**src/rtl/sos_pkg.sv**
```systemverilog
// Shared types and constants for the SOS coefficient loader: coefficient order,
// framing byte, error causes and loader FSM states.
package sos_pkg;

  localparam int         NUM_COEF  = 5;
  localparam logic [7:0] SYNC_BYTE = 8'hA5;

  // Order of the five coefficients inside one biquad section.
  typedef enum logic [2:0] {
    B0 = 3'd0,
    B1 = 3'd1,
    B2 = 3'd2,
    A1 = 3'd3,
    A2 = 3'd4
  } coef_idx_e;

  typedef enum logic [1:0] {
    ERR_NONE    = 2'b00,
    ERR_CSUM    = 2'b01,
    ERR_TIMEOUT = 2'b10
  } err_code_e;

  typedef enum logic [1:0] {
    ST_IDLE,
    ST_PAYLOAD,
    ST_CHECK,
    ST_VERDICT
  } state_e;

  function automatic int bytes_per_coef(input int cof_wd);
    return (cof_wd + 7) / 8;
  endfunction

endpackage

```
**src/rtl/sos_coeff_bank.sv**
```systemverilog
// Shadow byte store plus the active coefficient bank; a commit strobe copies the
// whole shadow into the active bank in one cycle, reset restores pass-through.
module sos_coeff_bank
  import sos_pkg::*;
#(
  parameter int  COF_WD    = 32,
  parameter int  SHIFT_NUM = 30,
  parameter int  NUM_SEC   = 4,
  localparam int CB        = bytes_per_coef(COF_WD),
  localparam int NCOEF     = NUM_SEC * NUM_COEF,
  localparam int P         = NCOEF * CB,
  localparam int AW        = $clog2(P)
) (
  input  logic                      clk,
  input  logic                      rst,
  input  logic                      wr_en_i,
  input  logic [AW-1:0]             wr_addr_i,
  input  logic [7:0]                wr_data_i,
  input  logic                      commit_i,
  output logic [NCOEF*COF_WD-1:0]   coef_o
);

  localparam logic [COF_WD-1:0] B0_UNITY = {{(COF_WD-1){1'b0}}, 1'b1} << SHIFT_NUM;

  function automatic logic [NCOEF*COF_WD-1:0] pass_through();
    logic [NCOEF*COF_WD-1:0] v;
    v = '0;
    for (int s = 0; s < NUM_SEC; s++) begin
      v[(s*NUM_COEF + int'(B0))*COF_WD +: COF_WD] = B0_UNITY;
    end
    return v;
  endfunction

  logic [7:0]              shadow_q [P];
  logic [NCOEF*COF_WD-1:0] shadow_flat;
  logic [CB*8-1:0]         word;
  logic [NCOEF*COF_WD-1:0] active_q;

  // NOTE: the shadow store is a small register array, so it is reset explicitly;
  // a RAM-style array without reset would leave stale bytes after a mid-frame reset.
  always_ff @(posedge clk or posedge rst) begin
    if (rst) begin
      for (int i = 0; i < P; i++) shadow_q[i] <= '0;
    end else if (wr_en_i) begin
      shadow_q[wr_addr_i] <= wr_data_i;
    end
  end

  // Reassemble little-endian bytes into coefficients; bits above COF_WD are dropped.
  always_comb begin
    shadow_flat = '0;
    word        = '0;
    for (int c = 0; c < NCOEF; c++) begin
      for (int b = 0; b < CB; b++) begin
        word[b*8 +: 8] = shadow_q[c*CB + b];
      end
      shadow_flat[c*COF_WD +: COF_WD] = word[COF_WD-1:0];
    end
  end

  always_ff @(posedge clk or posedge rst) begin
    if (rst) begin
      active_q <= pass_through();
    end else if (commit_i) begin
      active_q <= shadow_flat;
    end
  end

  assign coef_o = active_q;

endmodule

```
**src/rtl/sos_coeff_loader.sv**
```systemverilog
// Framed, checksummed byte-stream loader: parses sync/payload/checksum, times out
// stalled frames and commits the shadow bank atomically on a good checksum.
module sos_coeff_loader
  import sos_pkg::*;
#(
  parameter int COF_WD    = 32,
  parameter int SHIFT_NUM = 30,
  parameter int NUM_SEC   = 4,
  parameter int TIMEOUT   = 1024
) (
  input  logic                              clk,
  input  logic                              rst,
  input  logic [7:0]                        s_data,
  input  logic                              s_valid,
  output logic                              s_ready,
  input  logic                              abort,
  output logic [NUM_SEC*NUM_COEF*COF_WD-1:0] coef_o,
  output logic                              cfg_update,
  output logic                              frame_err,
  output logic [1:0]                        err_code,
  output logic                              busy
);

  localparam int CB    = bytes_per_coef(COF_WD);
  localparam int NCOEF = NUM_SEC * NUM_COEF;
  localparam int P     = NCOEF * CB;
  localparam int AW    = $clog2(P);
  localparam int TW    = $clog2(TIMEOUT + 1);

  state_e      state_q, state_d;
  logic [AW-1:0] byte_cnt_q, byte_cnt_d;
  logic [7:0]  sum_q, sum_d;
  logic [TW-1:0] tmo_q, tmo_d;
  logic        csum_ok_q, csum_ok_d;
  err_code_e   err_q, err_d;
  logic        cfg_update_q, cfg_update_d;
  logic        frame_err_q, frame_err_d;

  logic in_frame, abort_hit, accept, bank_wr, bank_commit;

  // An abort inside a frame also drops s_ready so the handshake never sees the byte taken.
  assign in_frame    = (state_q == ST_PAYLOAD) || (state_q == ST_CHECK);
  assign abort_hit   = abort && in_frame;
  assign s_ready     = (state_q != ST_VERDICT) && !abort_hit;
  assign accept      = s_valid && s_ready;
  assign bank_wr     = accept && (state_q == ST_PAYLOAD);
  assign bank_commit = (state_q == ST_VERDICT) && csum_ok_q;

  // NOTE: every signal driven here gets a default first, so no path can leave
  // one unassigned and infer a latch.
  always_comb begin
    state_d      = state_q;
    byte_cnt_d   = byte_cnt_q;
    sum_d        = sum_q;
    tmo_d        = tmo_q;
    csum_ok_d    = csum_ok_q;
    err_d        = err_q;
    cfg_update_d = 1'b0;
    frame_err_d  = 1'b0;

    unique case (state_q)
      ST_IDLE: begin
        tmo_d = '0;
        if (accept && (s_data == SYNC_BYTE)) begin
          state_d    = ST_PAYLOAD;
          byte_cnt_d = '0;
          sum_d      = '0;
        end
      end

      ST_PAYLOAD, ST_CHECK: begin
        if (abort_hit) begin
          state_d = ST_IDLE;
        end else if (accept) begin
          tmo_d = '0;
          if (state_q == ST_PAYLOAD) begin
            sum_d      = sum_q + s_data;
            byte_cnt_d = byte_cnt_q + AW'(1);
            if (byte_cnt_q == AW'(P - 1)) state_d = ST_CHECK;
          end else begin
            csum_ok_d = (s_data == sum_q);
            state_d   = ST_VERDICT;
          end
        end else if (tmo_q == TW'(TIMEOUT - 1)) begin
          // This is the TIMEOUT-th consecutive cycle without a byte.
          state_d     = ST_IDLE;
          frame_err_d = 1'b1;
          err_d       = ERR_TIMEOUT;
        end else begin
          tmo_d = tmo_q + TW'(1);
        end
      end

      ST_VERDICT: begin
        state_d = ST_IDLE;
        if (csum_ok_q) begin
          cfg_update_d = 1'b1;
        end else begin
          frame_err_d = 1'b1;
          err_d       = ERR_CSUM;
        end
      end

      default: state_d = ST_IDLE;
    endcase
  end

  // NOTE: sequential state uses non-blocking assignments so every register
  // samples the pre-edge values regardless of statement order.
  always_ff @(posedge clk or posedge rst) begin
    if (rst) begin
      state_q      <= ST_IDLE;
      byte_cnt_q   <= '0;
      sum_q        <= '0;
      tmo_q        <= '0;
      csum_ok_q    <= 1'b0;
      err_q        <= ERR_NONE;
      cfg_update_q <= 1'b0;
      frame_err_q  <= 1'b0;
    end else begin
      state_q      <= state_d;
      byte_cnt_q   <= byte_cnt_d;
      sum_q        <= sum_d;
      tmo_q        <= tmo_d;
      csum_ok_q    <= csum_ok_d;
      err_q        <= err_d;
      cfg_update_q <= cfg_update_d;
      frame_err_q  <= frame_err_d;
    end
  end

  sos_coeff_bank #(
    .COF_WD    (COF_WD),
    .SHIFT_NUM (SHIFT_NUM),
    .NUM_SEC   (NUM_SEC)
  ) u_bank (
    .clk       (clk),
    .rst       (rst),
    .wr_en_i   (bank_wr),
    .wr_addr_i (byte_cnt_q),
    .wr_data_i (s_data),
    .commit_i  (bank_commit),
    .coef_o    (coef_o)
  );

  assign cfg_update = cfg_update_q;
  assign frame_err  = frame_err_q;
  assign err_code   = err_q;
  assign busy       = (state_q != ST_IDLE);

endmodule

```
**config.mk**
```make
export PLATFORM = sky130hd
export DESIGN_NAME = sos_coeff_loader
export DESIGN_NICKNAME = d
export VERILOG_FILES = /design/src/rtl/sos_pkg.sv /design/src/rtl/sos_coeff_bank.sv /design/src/rtl/sos_coeff_loader.sv
export SDC_FILE = /design/constraint.sdc
export NUM_CORES = 2
export LEC_CHECK = 0
export CAP_MARGIN = 20
export CORE_MARGIN = 2
export CORE_UTILIZATION = 41
export CTS_BUF_LIST = sky130_fd_sc_hd__clkbuf_4 sky130_fd_sc_hd__clkbuf_8
export DETAILED_ROUTE_END_ITERATION = 10
export SYNTH_ARGS = -nofsm -noshare
export SYNTH_HDL_FRONTEND = slang
export SYNTH_SLANG_ARGS = --single-unit
export TNS_END_PERCENT = 1
```
**constraint.sdc**
```tcl
create_clock -name clk -period 70.4 [get_ports clk]
set_input_delay 10.56 -clock clk [delete_from_list [all_inputs] [get_ports clk]]
set_output_delay 10.56 -clock clk [all_outputs]
set_load 0.005 [all_outputs]
```
---- Yosys cells after proc, flatten, opt, wreduce, memory -nomap -nowiden ----
Index checks and enable logic that the tools add are counted.
word-level totals
  logic and storage cells ................. 170
  output and inout port bits .............. 646
  bits in registers ....................... 1,313
operators by class
  $add $sub $neg .......................... 3
  reduce and logical (&&, ||, !) cells .... 19
  mux-type cells .......................... 36
  order comparisons ....................... 2
  bitwise operators ....................... 3
  eq/ne operators ......................... 18
operators by type and width
  cell                   number
  $bwmux 640             1
  $demux 8 s7            1
  $mux 8                 5
  $mux 11                3
  $mux 7                 4
  $pmux 11 s2            1
  $mux 2                 10
  $ne 2x2->1 const B     8
  $pmux 8 s2             1
  $pmux 7 s2             1
  $add 11x1->11 const B  1
  $eq 11x10->1 const B   1
  $reduce_and 5->1       2
  $add 8x8->8            1
  $eq 8x8->1             1
  $eq 8x8->1 const B     1
  $ge 8x8->1 const B     1
  $lt 8x1->1 const B     1
  $not 7->8              1
  $add 7x1->7 const B    1
  $eq 7x7->1 const B     1
  $logic_and 1x1->1      7
  $mux 1                 6
  $pmux 2 s3             1
  other kinds (15)       20

---- Logic depth before layout (Yosys ltp) ----
  depth in word-level cells ............... 9
  gate-level depth with buffers ........... 9
  gate-level depth less buffers ........... 7

---- Modules after synthesis ----
A second synthesis with hierarchy kept.
second synthesis, totals
  cells, all modules ...................... 3,064
  area, all modules ....................... 50,043.0 sq um
by module, submodules not included
  module            times used  area each (sq um)  cells an instance
  sos_coeff_bank    1           47,986.0           2,839
  sos_coeff_loader  1           2,057.0            225

---- Worst setup path after synthesis ----
OpenSTA, ideal clock, no wires.
  path type ............................... input to output
  start ................................... input abort
  end ..................................... output s_ready
  path buffers ............................ 0
  data arrival time ....................... 10,720 ps
  stages .................................. 1
  path slack .............................. 49,120 ps
  data required time ...................... 59,840 ps
  path through ............................ a21oi_2
between the ends
  longest elaborated chain between the ends .. 3
RTL lines
  element             RTL line                source
  start: declaration  sos_coeff_loader.sv:16  input logic abort,
  $logic_and 1x1->1   sos_coeff_loader.sv:43  assign abort_hit = abort && in_frame;
  $logic_not 1->1     sos_coeff_loader.sv:44  assign s_ready = (state_q != ST_VERDICT) && !abort_hit;
  $logic_and 1x1->1   sos_coeff_loader.sv:44
  end: declaration    sos_coeff_loader.sv:15  output logic s_ready,
Every way passes these cells.

---- Worst setup path after layout ----
Same ends and word-level chain as after synthesis.

==> flow_metrics.tcl <==
set metrics [dict create \
    status "finished clean" \
    cts_setup_buffers 0 \
    slew_violations 0 \
    drive_above_1_share_pct 21.56 \
    seqPwrFrac_pct 49.3 \
    clock_latency_ns 0.89 \
    synth_area_mm2 0.05001 \
    synth_ff_type "dfrtp_1" \
    peakVddDrop_uv 16.99 \
    synth_seq_cells 1313 \
    synth_fa_ha_area_share_pct 0.3653 \
    start_kind "input port" \
    placed_cell_area_mm2 0.05815 \
    final_antenna_net_count 0 \
    synth_xor_area_share_pct 0.1051 \
    tightest_slew_ns 1.283 \
    wl_per_cell_um 20.86 \
    fmax_ghz 0.04402 \
    fillers 11010 \
    hold_viol_final 0 \
    path_class "in -> out" \
    crit_fanout 9 \
    clk_pin_slew_ns 0.06 \
    synth_top_area_share_pct 65.50 \
    clock-root-buffer "clkbuf_8" \
    synth-async-reset-ratio_pct 100.0 \
    finalCritPeriodShare_pct 32.27 \
    syn_nets 4445 \
    fin_skew_ns 0.04898 \
    postLayoutCellArea_mm2 0.06274 \
    synth_top_family_by_area "simple AND/OR/NAND/NOR gates" \
    cts_resized 0 \
    drc_errors 0 \
    yosys_warnings 0 \
    p_sw_share_pct 24.79 \
    grt_usage_pct 22.87 \
    ys_types 58 \
    io_buffers 657 \
    synth-seq-area-share_pct 65.71 \
    die_w_um 353.3 \
    avgSynthCellArea_um2 11.32 \
    start_util_pct 41.20 \
    synthMostInstantiatedCell "nand2_1" \
    endpoint_kind "output pin" \
    p_sw_mw 0.3980 \
    clockBufferDepth 3 \
    vias 34140 \
    area_delta_synth_final_pct 25.45 \
    gp_congestion 0.7552 \
    maxCapViolCount 0 \
    pwr-share-clk_pct 43.2 \
    wl_mm 143.8 \
    core_mm2 0.1214 \
    fin_crit_ns 22.72 \
    grt_max_degree 214 \
    synthSimpleGateAreaFrac_pct 16.45 \
    setup_viol 0 \
    dieArea_mm2 0.1248 \
    cts_tree "done" \
    hold_buffers 0 \
    yosysTopAreaCell "dfrtp_1" \
    synth.area.mux_share_pct 14.46 \
    grt_pass1_vias 34060 \
    synth_area_leaders "dfrtp_1 (65%), nand2_1 (15%), mux2_2 (14%)" \
    avgViaCountPerCell 4.953 \
    synth_edf_count 0 \
    drt_iter0_drc 2492 \
    required_ns 59.84 \
    hold_path_class "reg -> reg" \
    cts_buffers 210 \
    chipHeight_um 353.3 \
    final_util_pct 51.68 \
    fin_nets 5126 \
    grt_pass1_wl_mm 216.3 \
    grt.overflow.total 0 \
    first_pass_iters 5 \
    synth-compound-area-share_pct 1.006 \
    arrival_ns 12.16 \
    hpwl_mm 88.28 \
    synth_common_cells "nand2_1 (1998), dfrtp_1 (1309), mux2_2 (639)" \
    cts-htree-levels 4 \
    intPower_mw 1.207 \
    ios 658 \
    rsz0062_at_grt "false" \
    grt_antenna_before_repair 6 \
    rows 128 \
    p_comb_share_pct 7.6 \
    netlist_instances 4419 \
    p_per_area_mw_per_mm2 25.59 \
    clock_sinks 1313 \
    p_leak_nw 32.78 \
    slew_headroom_pct 14.45 \
    finalSetupTns_ns 0 \
]
path summary, 6_finish.rpt:
check                                     end  slack, ns  cells after the start                    start
max in group asynchronous   u_bank.coef_o[17]      55.47                      7                      rst
min                        u_bank.coef_o[588]       0.42                      2  u_bank.shadow_flat[588]
max                                   s_ready      47.68                      3                    abort
max reg2reg                u_bank.coef_o[476]      65.76                      7               state_q[0]
min in group asynchronous   u_bank.coef_o[97]      10.24                      2                      rst
min reg2reg                u_bank.coef_o[588]       0.42                      2  u_bank.shadow_flat[588]
area by class of cell:
class | instances | area [µm²] | share of cell area [%]
flip-flops and latches | 1313 | 32860 | 52.38
diodes | 4 | 10.01 | 0.01595
inverters | 7 | 41.29 | 0.06581
clock inverters | 22 | 236.5 | 0.3769
multi-input cells | 2860 | 16250 | 25.91
repair buffers | 708 | 6994 | 11.15
clock buffers | 354 | 4309 | 6.868
well taps | 1625 | 2033 | 3.241
registers in the layout, summed over array words and instances, names as in the netlist:
| register | flops |
|---|---|
| tmo_q | 11 |
| u_bank.shadow_flat | 640 |
| sum_q | 8 |
| state_q | 2 |
| err_code | 2 |
| frame_err | 1 |
| csum_ok_q | 1 |
| byte_cnt_q | 7 |
| u_bank.coef_o | 640 |
| cfg_update | 1 |
metal layers:
metal,up-vias,share of wire (%),global-route usage [%]
met3,194,5.4,4.605
met4,4,2.5,7.294
met5,-,0.019,0
met1,17450,45,32.13
li1,15570,-,-
met2,927,47,35.76
critical path: stages:
cell and delay (ns):
clkdlybuf4s50_1 0.62, a21oi_2 0.39, clkdlybuf4s50_1 0.58
cells by family (layout without fill, tap and decap cells):
logic type	Yosys count	in the layout
AOI/OAI and AO/OA	79	79
xor gates and xnor gates	6	6
adders and majority gates	14	14
buffers and inverters	246	1091
DFF	1313	1313
muxes	642	642
other	0	4
and+or+nand+nor	2119	2119
power groups by stage:
stage                     clock, mW  combinational (mW)  sequential, mW
after floorplan                   0              0.0769           0.800
after detailed placement          0               0.123           0.804
after global placement            0               0.121           0.804
final                         0.693               0.121           0.791
after global routing          0.745               0.135           0.792
after CTS                     0.710               0.123           0.791
placed cells by master, fill, tap and decap left out, types with 5 or more instances in the layout:
cell and instances:
nor2_2 31, clkbuf_8 264, nor2_1 21, inv_1 5, nor2b_1 7, dfrtp_1 1309
clkinv_2 9, o31ai_1 10, nand2_2 10, nand2_1 1997, clkbuf_4 90, nand2b_1 6
a31oi_1 5, nand3_1 11, buf_4 54, ha_1 13, a21oi_1 13, mux2_2 639
o21ai_0 30, clkdlybuf4s50_1 649
per-stage QoR:
step	power (mW)	hold WS, ns	cells	setup WS (ns)
detailed placement	0.9271	0.4437	6511	47.73
global placement	0.9245	0.4423	6511	47.72
floorplan	0.8764	0.4331	4419	22.84
global route	1.672	0.4430	6890	47.66
finish	1.605	0.4248	6893	47.68
CTS	1.625	0.4312	6887	47.72
(Power assumes the default switching activity.)
